## config.mk

```make
export PLATFORM = sky130hd
export DESIGN_NAME = bias_relu_sched
export DESIGN_NICKNAME = d
export VERILOG_FILES = /design/src/rtl/bias_relu_sched_pkg.sv /design/src/rtl/bias_relu_ostage.sv /design/src/rtl/bias_relu_sched.sv
export SDC_FILE = /design/constraint.sdc
export NUM_CORES = 1
export LEC_CHECK = 0
export ABC_CLOCK_PERIOD_IN_PS = 5250
export BUFFER_PORTS_ARGS = -buffer_cell sky130_fd_sc_hd__clkbuf_2
export CAP_MARGIN = 10
export CORE_ASPECT_RATIO = 0.75
export CORE_MARGIN = 1
export CORE_UTILIZATION = 57
export CTS_CLUSTER_DIAMETER = 50
export DETAILED_ROUTE_END_ITERATION = 10
export PLACE_DENSITY = 0.84
export SLEW_MARGIN = 20
export SYNTH_ARGS = -nofsm -noshare
export SYNTH_HDL_FRONTEND = slang
export SYNTH_SLANG_ARGS = --single-unit
```

## constraint.sdc

```tcl
create_clock -name Clk_i -period 5.25 [get_ports Clk_i]
set_input_delay 0.525 -clock Clk_i [delete_from_list [all_inputs] [get_ports Clk_i]]
set_output_delay 0.525 -clock Clk_i [all_outputs]
set_load 0.005 [all_outputs]
```

## src/rtl/bias_relu_sched_pkg.sv

```systemverilog
// Shared types and default widths for the bias-add/ReLU sequencer.
// Imported by the top-level sequencer and by its output stage.
package bias_relu_sched_pkg;

  localparam int unsigned DATA_W_DEF = 32;
  localparam int unsigned CH_W_DEF   = 10;
  localparam int unsigned PIX_W_DEF  = 16;
  localparam int unsigned BP_W_DEF   = 4;

  typedef enum logic [2:0] {
    ST_IDLE,
    ST_BREQ,
    ST_BWAIT,
    ST_RUN,
    ST_DRAIN,
    ST_DONE
  } state_e;

endpackage

```

## src/rtl/bias_relu_ostage.sv

```systemverilog
// One-entry registered valid/ready output stage carrying a {data, bias} pair.
// Push and pop in the same cycle keep the stage full for 1 word/cycle.
module bias_relu_ostage
  import bias_relu_sched_pkg::*;
#(
  parameter int unsigned DATA_W = DATA_W_DEF
) (
  input  logic              clk_i,
  input  logic              rst_n_i,
  input  logic              flush_i,
  input  logic              push_i,
  input  logic [DATA_W-1:0] data_i,
  input  logic [DATA_W-1:0] bias_i,
  input  logic              ready_i,
  output logic [DATA_W-1:0] data_o,
  output logic [DATA_W-1:0] bias_o,
  output logic              valid_o
);

  logic [DATA_W-1:0] data_q;
  logic [DATA_W-1:0] bias_q;
  logic              valid_q;
  logic              valid_d;

  always_comb begin
    valid_d = valid_q;
    if (flush_i) begin
      valid_d = 1'b0;
    end else if (push_i) begin
      valid_d = 1'b1;
    end else if (ready_i && valid_q) begin
      valid_d = 1'b0;
    end
  end

  // Payload only changes on a push, so a stalled word stays stable.
  always_ff @(posedge clk_i or negedge rst_n_i) begin
    if (!rst_n_i) begin
      data_q  <= '0;
      bias_q  <= '0;
      valid_q <= 1'b0;
    end else begin
      if (push_i && !flush_i) begin
        data_q <= data_i;
        bias_q <= bias_i;
      end
      valid_q <= valid_d;
    end
  end

  assign data_o  = data_q;
  assign bias_o  = bias_q;
  assign valid_o = valid_q;

endmodule

```

## src/rtl/bias_relu_sched.sv

```systemverilog
// Bias-add/ReLU sequencer: per channel fetches one bias word, then streams
// PixNum accumulator words to the datapath paired with that bias.
module bias_relu_sched
  import bias_relu_sched_pkg::*;
#(
  parameter int unsigned DATA_W = DATA_W_DEF,
  parameter int unsigned CH_W   = CH_W_DEF,
  parameter int unsigned PIX_W  = PIX_W_DEF,
  parameter int unsigned BP_W   = BP_W_DEF
) (
  input  logic              Clk_i,
  input  logic              Rst_n_i,
  input  logic              Start_i,
  input  logic              Abort_i,
  input  logic [CH_W-1:0]   ChanNum_i,
  input  logic [PIX_W-1:0]  PixNum_i,
  input  logic [CH_W-1:0]   BiasBase_i,
  input  logic              CfgBiasEn_i,
  input  logic              CfgReLUEn_i,
  input  logic              CfgReLUMod_i,
  input  logic [BP_W-1:0]   CfgDataBp_i,
  input  logic [BP_W-1:0]   CfgWeightBp_i,
  input  logic [BP_W-1:0]   CfgResultBp_i,
  output logic              BiasRdEn_o,
  output logic [CH_W-1:0]   BiasAddr_o,
  input  logic [DATA_W-1:0] BiasRdData_i,
  input  logic [DATA_W-1:0] In_Data_i,
  input  logic              In_Valid_i,
  output logic              In_Ready_o,
  output logic [DATA_W-1:0] Dp_Data_o,
  output logic [DATA_W-1:0] Dp_Bias_o,
  output logic              Dp_Valid_o,
  input  logic              Dp_Ready_i,
  output logic              Dp_BiasEn_o,
  output logic              Dp_ReLUEn_o,
  output logic              Dp_ReLUMod_o,
  output logic [BP_W-1:0]   Dp_DataBp_o,
  output logic [BP_W-1:0]   Dp_WeightBp_o,
  output logic [BP_W-1:0]   Dp_ResultBp_o,
  output logic              Busy_o,
  output logic              Done_o
);

  state_e            state_q, state_d;
  logic [CH_W-1:0]   ch_cnt_q, ch_cnt_d;
  logic [PIX_W-1:0]  pix_cnt_q, pix_cnt_d;
  logic [CH_W-1:0]   chan_num_q;
  logic [PIX_W-1:0]  pix_num_q;
  logic [CH_W-1:0]   bias_base_q;
  logic [DATA_W-1:0] bias_q;
  logic              bias_en_q, relu_en_q, relu_mod_q;
  logic [BP_W-1:0]   data_bp_q, weight_bp_q, result_bp_q;

  logic start_acc;
  logic in_xfer;
  logic last_pix;
  logic last_ch;

  assign start_acc  = (state_q == ST_IDLE) && Start_i && !Abort_i;
  assign In_Ready_o = (state_q == ST_RUN) && (!Dp_Valid_o || Dp_Ready_i);
  assign in_xfer    = In_Valid_i && In_Ready_o;
  assign last_pix   = (pix_cnt_q == (pix_num_q - PIX_W'(1)));
  assign last_ch    = (ch_cnt_q == (chan_num_q - CH_W'(1)));

  always_comb begin
    state_d   = state_q;
    ch_cnt_d  = ch_cnt_q;
    pix_cnt_d = pix_cnt_q;
    case (state_q)
      ST_IDLE: begin
        if (start_acc) begin
          ch_cnt_d  = '0;
          pix_cnt_d = '0;
          if ((ChanNum_i == '0) || (PixNum_i == '0)) begin
            state_d = ST_DONE;
          end else begin
            state_d = ST_BREQ;
          end
        end
      end
      ST_BREQ:  state_d = ST_BWAIT;
      ST_BWAIT: state_d = ST_RUN;
      ST_RUN: begin
        if (in_xfer) begin
          if (last_pix) begin
            pix_cnt_d = '0;
            if (last_ch) begin
              state_d = ST_DRAIN;
            end else begin
              ch_cnt_d = ch_cnt_q + CH_W'(1);
              state_d  = ST_BREQ;
            end
          end else begin
            pix_cnt_d = pix_cnt_q + PIX_W'(1);
          end
        end
      end
      // Leave once the stage is empty or is being popped this cycle.
      ST_DRAIN: begin
        if (!Dp_Valid_o || Dp_Ready_i) begin
          state_d = ST_DONE;
        end
      end
      ST_DONE: state_d = ST_IDLE;
      default: state_d = ST_IDLE;
    endcase
    if (Abort_i) begin
      state_d   = ST_IDLE;
      ch_cnt_d  = '0;
      pix_cnt_d = '0;
    end
  end

  always_ff @(posedge Clk_i or negedge Rst_n_i) begin
    if (!Rst_n_i) begin
      state_q   <= ST_IDLE;
      ch_cnt_q  <= '0;
      pix_cnt_q <= '0;
    end else begin
      state_q   <= state_d;
      ch_cnt_q  <= ch_cnt_d;
      pix_cnt_q <= pix_cnt_d;
    end
  end

  // Job configuration is captured only on an accepted start and survives abort.
  always_ff @(posedge Clk_i or negedge Rst_n_i) begin
    if (!Rst_n_i) begin
      chan_num_q  <= '0;
      pix_num_q   <= '0;
      bias_base_q <= '0;
      bias_en_q   <= 1'b0;
      relu_en_q   <= 1'b0;
      relu_mod_q  <= 1'b0;
      data_bp_q   <= '0;
      weight_bp_q <= '0;
      result_bp_q <= '0;
    end else if (start_acc) begin
      chan_num_q  <= ChanNum_i;
      pix_num_q   <= PixNum_i;
      bias_base_q <= BiasBase_i;
      bias_en_q   <= CfgBiasEn_i;
      relu_en_q   <= CfgReLUEn_i;
      relu_mod_q  <= CfgReLUMod_i;
      data_bp_q   <= CfgDataBp_i;
      weight_bp_q <= CfgWeightBp_i;
      result_bp_q <= CfgResultBp_i;
    end
  end

  always_ff @(posedge Clk_i or negedge Rst_n_i) begin
    if (!Rst_n_i) begin
      bias_q <= '0;
    end else if (state_q == ST_BWAIT) begin
      bias_q <= BiasRdData_i;
    end
  end

  bias_relu_ostage #(
    .DATA_W (DATA_W)
  ) u_ostage (
    .clk_i   (Clk_i),
    .rst_n_i (Rst_n_i),
    .flush_i (Abort_i),
    .push_i  (in_xfer),
    .data_i  (In_Data_i),
    .bias_i  (bias_q),
    .ready_i (Dp_Ready_i),
    .data_o  (Dp_Data_o),
    .bias_o  (Dp_Bias_o),
    .valid_o (Dp_Valid_o)
  );

  assign BiasRdEn_o    = (state_q == ST_BREQ);
  assign BiasAddr_o    = bias_base_q + ch_cnt_q;
  assign Busy_o        = (state_q != ST_IDLE);
  assign Done_o        = (state_q == ST_DONE);
  assign Dp_BiasEn_o   = bias_en_q;
  assign Dp_ReLUEn_o   = relu_en_q;
  assign Dp_ReLUMod_o  = relu_mod_q;
  assign Dp_DataBp_o   = data_bp_q;
  assign Dp_WeightBp_o = weight_bp_q;
  assign Dp_ResultBp_o = result_bp_q;

endmodule

```

==> metrics.txt, run 1 <==
largest family of logic cells by synthesized area=multiplexers; Fillers=940; pin count of the biggest net entering global routing=69; Area Growth Syn to Fin=22.59%; post-synthesis mux area share=20.56%; CP Class=flip-flop to flip-flop; Simple-Gate Fraction of Synth Area=9.610%; drt pass-1 iters=5; LEAKAGE=4.873 nW; Die Wd=140.5 um; Synth cell types=52; worst hold path class=primary input to asynchronous set/reset pin; internal power=3.510 mW; Post-Layout Cell Count=1,053; Slew HR=45.16%; Least-Margin Pin Slew=0.8226 ns; Post-DRT Antenna Nets=0; Ports=215; Core ar.=13,890 um^2; Worst VDD drop=0.0003824 V; minimum clock period after layout=3.805 ns; Post-synth EDFFs=0; Sink Count=177; starting density of the core=59.06%; # resized after CTS=0; post-DR wirelength/cell=18.46 um; drt total wl=19,440 um; most frequent cell after synthesis=dfrtp_1; Fin Setup TNS=0 ns; CTS Root Cell=clkbuf_16; Post-DP HPWL=13,860 um; Arrival @ worst endpoint=4.13 ns; first-pass GRT wire length=31,950 um; compound-gate portion of the synthesized area=5.583%; crit-path max FO=16; Final period util=72.47%; # port buffers=214; fraction of registers with async set/reset=100.0%; Row Count=37; # hold bufs at CTS=0; vias in the first global route=6,373; list of most frequent post-synthesis cells=dfrtp_1, mux2_2, nor2_1, xnor2_1, xor2_1; clk_lat worst skew=0.43 ns; CTS buffer count=17; crit start category=flip-flop; Die Y=105.9 um; layout cells sized above 1=46.47%; Worst EP required=5.57 ns; Combinational Power Share=30.6%; gpl congestion=0.9302; setup repair bufs after CTS=0; Slew Viols, Final=0; DP Area=9470 um^2; TritonCTS clock tree=done; Mapped Area=8203 um^2; Syn Inst Count=652; unrepaired setup endpoints after global routing=no; ys flop type=dfrtp_1; Clk pwr share=24.6%; Final Hold Fails=0; share of the synthesized area in the top cell type=54.00%; number of DRC markers in iteration 0=350; switching portion of total power=31.47%; endpoints failing setup=0; full die area=14,880 um^2; PnR worst setup slack=1.445 ns; post-synthesis cell type with the largest combined area=dfrtp_1; antenna violations before repair=0; Clock transition at path regs=0.07 ns; xor and xnor area share after synthesis=6.086%; dpl ws=1.505 ns; syn nets=787; synthesized area per cell=12.58 um^2; # diodes=0; placed insts=1,022; register bit total from synthesis=177; final net count=1,001; total track usage=27.80%; YS warnings=0; DR vias=6,022; drc violations=0; outcome=finished, final reports clean; sequential share of power=44.8%; Max Clock Freq=0.2628 GHz; Post-Route Skew=0.01074 ns; CP Capture Type=flip-flop; htree depth=4; switching pwr=1.612 mW; final instance area=10,060 um^2; adder-cell share of the synthesized area=2.227%; PwrDens=509.3 nW/um^2; Seq/Total Area, Yosys=54.00%; GRT Residual Overflow=0; post-DR vias/cell=5.719; largest cells by area after synthesis=dfrtp_1, mux2_2, xnor2_1; clock buffer depth=2; Max Cap Viol=0; worst hold margin=0.1022 ns
worst max-delay path, stage by stage, from the launching register on:
cell,delay [ns]
dfrtp_1,0.44
inv_1,0.08
ha_1,0.20
nor4b_2,0.42
nand3_1,0.16
xnor2_1,0.17
o21ai_0,0.09
or4_1,0.53
a2111o_1,0.62
or3b_1,0.62
o41ai_2,0.36
final timing paths:
check                                    startpoint                          to  slack, ns  cells after the start
max                        pix_num_q[0]$_DFFE_PN0P_     ch_cnt_q[6]$_DFFE_PN0P_       1.45                     10
min                                         Rst_n_i  bias_base_q[4]$_DFFE_PN0P_       0.10                      1
max reg2reg                pix_num_q[0]$_DFFE_PN0P_     ch_cnt_q[6]$_DFFE_PN0P_       1.45                     10
min reg2reg                  bias_q[31]$_DFFE_PN0P_      bias_q[31]$_DFFE_PN0P_       0.50                      1
max in group asynchronous                   Rst_n_i      bias_q[24]$_DFFE_PN0P_       4.02                      2
min in group Clk_i                   CfgDataBp_i[0]  Dp_DataBp_o[0]$_DFFE_PN0P_       0.32                      2
cells in the final DEF (no fill, tap or decap), types with 7 or more instances in the layout:
cell type	n
clkbuf_2	213
dfrtp_1	177
mux2_2	148
nor2_1	35
xnor2_1	33
xor2_1	24
nand2_1	20
o21ai_0	17
clkbuf_16	17
inv_1	16
ha_1	13
nand3_1	12
a21oi_1	11
nand4_1	11
and2_1	10
nor4_1	9
nand2b_1	7
o31ai_1	7
buf_4	7
sequential cells by signal, indices dropped and copies added (netlist names), 10 cells and up:
register / flops
u_ostage.bias_o: 32
bias_q: 32
pix_num_q: 16
u_ostage.data_o: 32
bias_base_q: 10
pix_cnt_q: 16
ch_cnt_q: 10
chan_num_q: 10
cells by family after synthesis:
logic type               after synthesis
AND/OR/NAND/NOR                      143
AO/OA/AOI/OAI                         69
adder cells (fa/ha/maj)               14
XOR/XNOR                              57
multiplexers                         150
flip-flops                           177
buffers and inverters                 42
area by class of cell:
cell class              instances  area, um^2  share of cell area, %
flip-flops and latches        177        4429                  44.05
clock buffers                  20       466.7                  4.641
repair buffers                221        1130                  11.24
inverters                      16       60.06                 0.5972
multi-input cells             433        3632                  36.12
well taps                     175       219.0                  2.177
clock inverters                11       118.9                  1.182
through the flow:
stage	utilization (%)	power [mW]
after global routing	72.41	5.406
final	72.41	5.121
after floorplan	-	3.195
after global placement	68.19	3.757
after detailed placement	68.19	3.869
after CTS	72.41	5.145
per-layer routing:
layer / routed length (um) / share of wire, % / vias up / GRT usage (%)
met5: 0 / 0 / - / 0
li1: - / - / 2764 / -
met3: 1591 / 8.2 / 28 / 9.189
met4: 273 / 1.4 / 0 / 9.394
met1: 8364 / 43 / 3023 / 36.02
met2: 9211 / 47 / 207 / 44.29
power groups by stage:
stage / Clock [mW] / Sequential, mW / Combinational, mW
2_1_floorplan: 0 / 2.22 / 0.972
3_3_place_gp: 0 / 2.26 / 1.49
3_5_place_dp: 0 / 2.30 / 1.57
4_1_cts: 1.27 / 2.30 / 1.58
5_1_grt: 1.32 / 2.37 / 1.71
6_report: 1.26 / 2.29 / 1.57
Note: power is estimated with default switching activity, not from simulation.
==> run 2, diff against run 1 <==
Settings changed: ABC_CLOCK_PERIOD_IN_PS 5250 to 3100, CORE_UTILIZATION 57 to 48, PLACE_DENSITY 0.84 to 0.76.
Clock period 5.25 ns to 3.1 ns, I/O delays scaled along.
==> run 2 against run 1 <==
Hold slack lost 0.0072 ns. Largest cell class unchanged. Sequential power increased by 65%. Design area is 3.9% higher. Critical endpoint unchanged. Non-clock buffer count rose by 28. Largest power group unchanged. Register-to-register slack got worse by 1.4 ns. Clock power increased by 79%. Clock skew rose by 0.0042 ns. First-iteration DRC count down 35%. Highest routed layer unchanged.
==> metrics.txt, run 2 (synthesis gave the netlist of run 1 again) <==
gpl congestion=0.9010 (was 0.9302); minimum clock period after layout=3.051 ns (was 3.805 ns); DR vias=5,995 (was 6,022); starting density of the core=50.12% (was 59.06%); switching portion of total power=32.57% (was 31.47%); internal power=6.031 mW (was 3.510 mW); antenna violations before repair=0 (unchanged); most frequent cells in the layout=clkbuf_2, dfrtp_1, mux2_2 (unchanged); post-DR wirelength/cell=17.07 um (was 18.46 um); Max Cap Viol=0 (unchanged); final net count=1,029 (was 1,001); total power=8.944 mW (was 5.121 mW); CP Capture Type=flip-flop (unchanged); Area Growth Syn to Fin=27.41% (was 22.59%); Worst VDD drop=0.0004465 V (was 0.0003824 V); most common cell after layout, fill and taps aside=clkbuf_2 (unchanged); Sink Count=177 (unchanged); total track usage=22.68% (was 27.80%); post-DR vias/cell=5.367 (was 5.719); GRT Residual Overflow=0 (unchanged); endpoints failing setup=0 (unchanged); Row Count=40 (was 37); first-pass GRT wire length=31,050 um (was 31,950 um); # diodes=0 (unchanged); Max Clock Freq=0.3278 GHz (was 0.2628 GHz); drt pass-1 iters=4 (was 5); Clock transition at path regs=0.08 ns (was 0.07 ns); LEAKAGE=5.056 nW (was 4.873 nW); PnR worst setup slack=0.04924 ns (was 1.445 ns); worst hold path class=primary input to flip-flop (was primary input to asynchronous set/reset pin); CP Class=flip-flop to flip-flop (unchanged); full die area=17,620 um^2 (was 14,880 um^2); CTS Root Cell=clkbuf_16 (unchanged); layout cells sized above 1=49.50% (was 46.47%); Final period util=98.41% (was 72.47%); Die Y=115.2 um (was 105.9 um); pin count of the biggest net entering global routing=81 (was 69); CTS buffer count=17 (unchanged); clock buffer depth=2 (unchanged); number of DRC markers in iteration 0=227 (was 350); Combinational Power Share=32.5% (was 30.6%); Worst EP required=3.43 ns (was 5.57 ns); htree depth=4 (unchanged); sequential share of power=42.3% (was 44.8%); CP cell instances=inv_1 -> ha_2 -> nor4b_4 -> nand3_1 -> xnor2_1 -> o21ai_1 -> or4_1 -> a2111o_1 -> or3b_4 -> o41ai_2 (was inv_1 -> ha_1 -> nor4b_2 -> nand3_1 -> xnor2_1 -> o21ai_0 -> or4_1 -> a2111o_1 -> or3b_1 -> o41ai_2); drt total wl=19,070 um (was 19,440 um); Slew Viols, Final=0 (unchanged); dpl ws=-0.1037 ns (was 1.505 ns); PwrDens=855.8 nW/um^2 (was 509.3 nW/um^2); Post-DP HPWL=13,770 um (was 13,860 um); vias in the first global route=6,100 (was 6,373); Slew HR=41.35% (was 45.16%); crit start category=flip-flop (unchanged); TritonCTS clock tree=done (unchanged); outcome=finished, final reports clean (unchanged); Ports=215 (unchanged); Max stage delay cell, worst path=or4_1 (was a2111o_1); Least-Margin Pin Slew=0.8798 ns (was 0.8226 ns); Clk pwr share=25.2% (was 24.6%); switching pwr=2.913 mW (was 1.612 mW); Post-Route Skew=0.01494 ns (was 0.01074 ns); crit-path max FO=8 (was 16); Fin Setup TNS=0 ns (unchanged); # port buffers=214 (unchanged); Largest stage delay, worst path=0.53 ns (was 0.62 ns); Die Wd=153.0 um (was 140.5 um); Core ar.=16,370 um^2 (was 13,890 um^2); drc violations=0 (unchanged); unrepaired setup endpoints after global routing=yes (was no); final instance area=10,450 um^2 (was 10,060 um^2); Post-DRT Antenna Nets=0 (unchanged); clk_lat worst skew=0.44 ns (was 0.43 ns); worst hold margin=0.09492 ns (was 0.1022 ns); DP Area=9704 um^2 (was 9470 um^2); Arrival @ worst endpoint=3.38 ns (was 4.13 ns); Final Hold Fails=0 (unchanged)
## run 2: cell count changes in the layout (fill, tap and decap cells not counted), moves of 2 or more
| cell | before | now |
|---|---|---|
| buf_4 | 7 | 31 |
| a21oi_1 | 11 | 9 |
| clkinv_4 | 4 | 1 |
| clkbuf_8 | 3 | 0 |
| a21oi_2 | 0 | 2 |
| o21ai_0 | 17 | 14 |
| buf_6 | 1 | 3 |
| inv_12 | 0 | 4 |
| clkinv_8 | 0 | 5 |
| o21ai_2 | 0 | 3 |
## run 2: critical path, delay by kind of cell, from the launching register on
| kind | cells | cell delay, ns |
|---|---|---|
| AOI/OAI and AO/OA | 3 | 0.69 |
| xor gates and xnor gates | 1 | 0.20 |
| adders and majority gates | 1 | 0.17 |
| buffers and inverters | 1 | 0.08 |
| DFF | 1 | 0.42 |
| and+or+nand+nor | 4 | 1.38 |
## run 2: per-stage QoR
| step | utilization (%) | instances |
|---|---|---|
| 6_report | 63.86 | 1117 |
| 5_1_grt | 63.86 | 1117 |
| 4_1_cts | 63.49 | 1114 |
| 3_5_place_dp | 59.30 | 1080 |
| 3_3_place_gp | 59.30 | 1080 |
| 2_1_floorplan | - | 652 |
## run 2: final timing paths
check | from | endpoint | slack (ns) | cells after the start
max | pix_num_q[0]$_DFFE_PN0P_ | ch_cnt_q[6]$_DFFE_PN0P_ | 0.05 | 10
min reg2reg | bias_q[20]$_DFFE_PN0P_ | u_ostage.bias_o[20]$_DFFE_PN0P_ | 0.50 | 1
min | BiasRdData_i[15] | bias_q[15]$_DFFE_PN0P_ | 0.09 | 2
min in group asynchronous | Rst_n_i | bias_base_q[4]$_DFFE_PN0P_ | 0.48 | 2
max in group asynchronous | Rst_n_i | u_ostage.bias_o[1]$_DFFE_PN0P_ | 1.82 | 3
max reg2reg | pix_num_q[0]$_DFFE_PN0P_ | ch_cnt_q[6]$_DFFE_PN0P_ | 0.05 | 10
## run 2: final cells by class
| class | instances | area (um^2) |
|---|---|---|
| Clock buffer | 17 | 425.4 |
| Clock inverter | 15 | 215.2 |
| Fill cell | 1289 | 5914 |
| Inverter | 16 | 60.06 |
| Multi-Input combinational cell | 433 | 3695 |
| Sequential cell | 177 | 4431 |
| Tap cell | 210 | 262.8 |
| Timing Repair Buffer | 249 | 1363 |
## run 2: power groups by stage
stage	sequential, mW	combinational [mW]	clock, mW
floorplan	3.77	1.65	0
global route	3.91	3.18	2.40
CTS	3.79	2.90	2.31
finish	3.78	2.91	2.25
detailed placement	3.82	2.85	0
global placement	3.77	2.78	0
## run 2: timing repair
item,CTS,global route
hold endpoints to repair,76,0
cloned,0,1
pin swaps,4,7
hold buffers,1,0
gates resized for setup,5,17
setup endpoints to repair,9,26
setup buffers,1,2
## run 2: routing by layer
metal  track usage [%]  vias up  routed length, um
li1                  -     2822                  -
met1             30.25     2952               8640
met2             35.26      202               8681
met3             8.406       19               1545
met4             5.657        0                202
met5                 0        -                  0
